**config.mk**
```make
export PLATFORM = sky130hd
export DESIGN_NAME = baud_generator
export DESIGN_NICKNAME = d
export VERILOG_FILES = /design/src/rtl/uart_pkg.sv /design/src/rtl/baud_phase_counter.sv /design/src/rtl/baud_generator.sv
export SDC_FILE = /design/constraint.sdc
export NUM_CORES = 1
export LEC_CHECK = 0
export CAP_MARGIN = 0
export CELL_PAD_IN_SITES_DETAIL_PLACEMENT = 1
export CELL_PAD_IN_SITES_GLOBAL_PLACEMENT = 2
export CORE_ASPECT_RATIO = 0.7
export CORE_UTILIZATION = 37
export DETAILED_ROUTE_END_ITERATION = 10
export PLACE_DENSITY = 0.9
export RECOVER_POWER = 50
export SLEW_MARGIN = 5
export SYNTH_ARGS = -nofsm -noshare
export SYNTH_HDL_FRONTEND = slang
export SYNTH_SLANG_ARGS = --single-unit
```
**constraint.sdc**
```tcl
create_clock -name clk_in -period 5.1 [get_ports clk_in]
set_input_delay 0.765 -clock clk_in [delete_from_list [all_inputs] [get_ports clk_in]]
set_output_delay 0.765 -clock clk_in [all_outputs]
set_load 0.02 [all_outputs]
```
**src/rtl/uart_pkg.sv**
```systemverilog
// Constants shared by the baud generator and the UART transmitter/receiver.
// Divisor width, oversampling range and power-up divisor live here.
package uart_pkg;

    localparam int UART_DIV_WIDTH   = 16;
    localparam int UART_OVS         = 16;
    localparam int UART_OVS_MIN     = 4;
    localparam int UART_OVS_MAX     = 64;
    localparam int UART_DEFAULT_DIV = 163;

    function automatic int phase_width(input int ovs);
        return (ovs < 2) ? 1 : $clog2(ovs);
    endfunction

    function automatic bit ovs_legal(input int ovs);
        return (ovs >= UART_OVS_MIN) && (ovs <= UART_OVS_MAX) && ((ovs % 2) == 0);
    endfunction

endpackage

```
**src/rtl/baud_phase_counter.sv**
```systemverilog
// Modulo-OVS phase counter advancing on the oversample strobe, with a
// synchronous clear that overrides the advance and suppresses the strobe.
module baud_phase_counter
    import uart_pkg::*;
#(
    parameter int OVS  = UART_OVS,
    parameter int TERM = OVS - 1
) (
    input  logic clk_in,
    input  logic reset,
    input  logic i_advance,
    input  logic i_clear,
    output logic o_strobe
);

    localparam int PW = phase_width(OVS);

    logic [PW-1:0] r_phase;
    logic          w_at_last;

    assign w_at_last = (r_phase == PW'(OVS - 1));

    always_ff @(posedge clk_in or posedge reset) begin
        if (reset) begin
            r_phase <= '0;
        end else if (i_clear) begin
            r_phase <= '0;
        end else if (i_advance) begin
            r_phase <= w_at_last ? '0 : r_phase + PW'(1);
        end
    end

    // A clear landing on an advance cycle wins: no strobe from the old phase.
    assign o_strobe = i_advance & ~i_clear & (r_phase == PW'(TERM));

endmodule

```
**src/rtl/baud_generator.sv**
```systemverilog
// Programmable baud generator: divisor prescaler producing the oversample
// strobe, plus tx bit-rate and rx bit-centre phase counters.
module baud_generator
    import uart_pkg::*;
#(
    parameter int DIV_WIDTH   = UART_DIV_WIDTH,
    parameter int OVS         = UART_OVS,
    parameter int DEFAULT_DIV = UART_DEFAULT_DIV
) (
    input  logic                 clk_in,
    input  logic                 reset,
    input  logic                 enable,
    input  logic                 div_wr,
    input  logic [DIV_WIDTH-1:0] div_in,
    input  logic                 rx_sync,
    output logic                 os_tick,
    output logic                 tx_tick,
    output logic                 rx_sample,
    output logic [DIV_WIDTH-1:0] div_cur
);

    localparam logic [DIV_WIDTH-1:0] DIV_ONE = DIV_WIDTH'(1);
    localparam logic [DIV_WIDTH-1:0] DIV_RST = DIV_WIDTH'(DEFAULT_DIV);

    logic [DIV_WIDTH-1:0] r_presc;
    logic [DIV_WIDTH-1:0] r_div_cur;
    logic [DIV_WIDTH-1:0] r_div_pend;
    logic                 r_pend_valid;

    logic [DIV_WIDTH-1:0] w_div_eff;
    logic [DIV_WIDTH-1:0] w_term;
    logic                 w_wrap;
    logic                 w_apply;
    logic [1:0]           w_clear;
    logic [1:0]           w_strobe;

    assign w_div_eff = (r_div_cur > DIV_ONE) ? r_div_cur : DIV_ONE;
    assign w_term    = w_div_eff - DIV_ONE;
    // ">=" lets a divisor shrunk while disabled wrap on the next enabled cycle.
    assign w_wrap    = enable & ~reset & (r_presc >= w_term);
    assign w_apply   = r_pend_valid & (w_wrap | ~enable);

    always_ff @(posedge clk_in or posedge reset) begin
        if (reset) begin
            r_presc      <= '0;
            r_div_cur    <= DIV_RST;
            r_div_pend   <= DIV_RST;
            r_pend_valid <= 1'b0;
        end else begin
            if (w_wrap) begin
                r_presc <= '0;
            end else if (enable) begin
                r_presc <= r_presc + DIV_ONE;
            end

            if (w_apply) begin
                r_div_cur <= r_div_pend;
            end

            // A write coincident with a wrap lands in pending for the next wrap.
            if (div_wr) begin
                r_div_pend   <= div_in;
                r_pend_valid <= 1'b1;
            end else if (w_apply) begin
                r_pend_valid <= 1'b0;
            end
        end
    end

    // Index 0 is the tx bit-rate counter, index 1 the rx bit-centre counter.
    assign w_clear = {rx_sync, 1'b0};

    generate
        for (genvar gi = 0; gi < 2; gi++) begin : g_phase
            baud_phase_counter #(
                .OVS  (OVS),
                .TERM ((gi == 0) ? (OVS - 1) : (OVS / 2 - 1))
            ) u_phase (
                .clk_in    (clk_in),
                .reset     (reset),
                .i_advance (w_wrap),
                .i_clear   (w_clear[gi]),
                .o_strobe  (w_strobe[gi])
            );
        end
    endgenerate

    assign os_tick   = w_wrap;
    assign tx_tick   = w_strobe[0];
    assign rx_sample = w_strobe[1];
    assign div_cur   = r_div_cur;

endmodule
```
==> impl_results.md <==
* Synth top area share at 40.1%
* Pwr Total at ~1.7 mW
* I/O Pins at 40
* Gr ovfl total at 0
* Mean number of vias per cell at approximately 5.2
* Total Wirelength at 8.06 mm
* Count of hold-fix buffers inserted at cts at 0
* Clock root cell: clkbuf_16
* Nets at about 380
* Final core occ at around 53%
* Die W at 111 um
* CP max FO at 4
* Port buffer count at 39
* Vias at about 2300
* Vias in the first global route at roughly 2500
* HP Class: reg -> reg
* WS Path Type: reg -> out
* Maximum clock frequency at 191 MHz
* Top_reg_cell synth: dfrtp_1
* Post-Synth Adder-Cell Area at under 10%
* Die area at roughly 8600 um2
* Detailed Place HPWL at between 5 and 6 mm
* EDFF count, synth at 0
* First-pass iteration count of the detailed router at 4
* Critical path data required time at around 4300 ps
* Synthesized instance count at approximately 260
* VDD IR max at 186 uV
* Worst skew pair latency at 340 ps
* Sink Count at 57
* Max-Cap Viols at 0
* Leak at approximately 1.9 nW
* Area contributors post-synth: dfrtp_1 (40%), mux2_2 (9.2%), ha_1 (8.2%), dfstp_2 (6.9%), mux2_4 (4.9%)
* Layout cells sized above 1 at 33.6%
* Post-synthesis cell type count at 45
* Mapped Area at approximately 3000 um2
* Starting Density at 38.5%
* Status: finished with violations
* Final TNS setup at -246 ps
* Failing checks: setup timing
* Yosys reg bits at 57
* # DRC at 0
* Clock slew at reported path FFs at 50 ps
* Post-synthesis average cell area at between 10 and 15 um2
* R2R Setup Slk at between 400 and 500 ps
* Detailed Route Iter0 Violations at 80
* Mux share of post-synthesis cell area at between 10% and 20%
* ANT cells at 0
* RSZ-0062 raised after global routing: yes
* GRT Util Overall at approximately 20%
* Post-DR wirelength/cell at around 18 um
* Max-slew violation count at 0
* Worst EP arrival at 4460 ps
* Final hold violations at 0
* Layout Area Growth over Synthesis at 38.1%
* Most instantiated cells after synthesis: dfrtp_1 (49), nor2_1 (27), mux2_2 (25)
* Slew HR at roughly 42%
* Crit. End Element: output pin
* DIE HEIGHT at 78.0 um
* Largest net degree at the start of global routing at 30
* Core Box Area at roughly 8000 um2
* H-tree levels at 3
* Final setup viols at 2
* Yosys warns at 0
* Worst Tran Pin Value at roughly 870 ps
* TritonCTS Buffers at 9
* CTS tree: done
* Post-Synth XOR/XNOR Area at between 8 and 9%
* PD cells at roughly 400 nW/um2
* Post-Syn Nets at 300
* Count leader, synth: dfrtp_1
* Final period util at 102%
* CP Launch Type: flip-flop
* Complex-gate fraction of the synthesized area at slightly below 6%
* Main combinational cell family by area after synthesis: multiplexers
* Worst clock skew at 10.0 ps
* Setup WS pre-CTS at -512 ps
* Final WS setup at -125 ps
* Synth Area in Simple Gates at roughly 14%
* Minimum clock period at about 5200 ps
* Async SR Flop Fraction at 100%
* CTS max path bufs at 2
* First-pass GRT wire length at between 10 and 15 mm
* Initial antenna violation count at 0
* Global placement routability congestion at roughly 0.78
* Seq/Total Area, Yosys at ~47%
* Cell taking the most area after synthesis: dfrtp_1
* Antenna viol nets, final at 0
* Hold Slack at 497 ps
* Row count at 27
[logic make-up after synthesis]
kind of cell    count (synthesis)
xor+xnor                       28
mux                            38
compound gates                 23
simple gates                   81
flops                          57
fa+ha+maj                      20
buf+inv                        12
[layout by cell type, fill, tap and decap left out, types with 2 or more instances in the layout]
cell type / n
nor4_1: 4
nand2b_1: 2
and3_1: 2
nand3_1: 9
mux2_2: 25
xor2_1: 16
buf_6: 2
clkbuf_8: 3
buf_4: 37
xnor2_1: 12
and4_1: 2
nand2_1: 10
clkdlybuf4s50_1: 36
nand4_1: 9
dfstp_2: 8
ha_1: 19
nor2_1: 26
clkbuf_16: 9
mux2_4: 10
a21o_1: 3
a31oi_1: 2
dfrtp_1: 49
mux2i_1: 3
inv_1: 5
a21oi_1: 5
clkbuf_1: 2
nor3_1: 3
[cell type report]
type	count	area (um2)
clock buffers	14	274
clock inverters	2	35.0
fillers	844	3720
inverters	6	22.5
multi-input cells	190	1660
flip-flops and latches	57	1440
well taps	101	126
repair buffers	76	666
[layer usage]
| layer | global-route usage, % | share of wire (%) | up-vias |
|---|---|---|---|
| met3 | 5.25 | 3.0 | 9 |
| li1 | - | - | 1095 |
| met4 | 9.07 | 1.4 | 0 |
| met1 | 25.6 | 46 | 1193 |
| met5 | 0 | 0 | - |
| met2 | 32.4 | 49 | 31 |
[worst paths after layout]
check                                from            to  cells after the start
min in group asynchronous           reset  r_pend_valid                      2
max in group asynchronous           reset   r_presc[13]                      3
hold / removal             r_div_pend[14]   div_cur[14]                      1
setup reg to reg               div_cur[9]   div_cur[15]                     19
hold reg to reg            r_div_pend[14]   div_cur[14]                      1
setup / recovery               div_cur[9]     rx_sample                     18
[stage by stage]
step           cells  cell area [um2]
2_1_floorplan    259             3060
3_3_place_gp     419             3750
3_5_place_dp     419             3750
4_1_cts          443             4170
5_1_grt          446             4220
6_report         446             4220
[timing repair]
action | CTS | global route
setup endpoints to repair | 3 | 9
pin swaps | 12 | 13
setup buffers | 8 | 3
resized for setup | 27 | 5
[where the power goes]
| group | total (mW) | internal, mW | switching (mW) |
|---|---|---|---|
| Clock | 0.618 | 0.417 | 0.201 |
| Combinational | 0.444 | 0.232 | 0.212 |
| Sequential | 0.594 | 0.523 | 0.0714 |
| Total | 1.66 | 1.17 | 0.485 |
[worst max-delay path, cell delays in order, from the launching register on]
cell and delay (ps):
dfrtp_1 370, or4_4 560, nor4_4 180, buf_4 180
nand2b_4 70, nor3b_4 230, a21oi_2 110, ha_4 190
buf_4 140, nand2_1 80, nor3_1 60, xnor2_1 140
ha_1 310, nand4_1 100, or4b_4 520, a311oi_4 400
nand2_2 110, nor4b_4 210, buf_4 170
[registers in the layout (all words and copies together), names as in the netlist]
| register | count |
|---|---|
| div_cur | 16 |
| r_div_pend | 16 |
| r_presc | 16 |
| g_phase.u_phase.r_phase | 8 |
| r_pend_valid | 1 |
(Power assumes the default switching activity.)
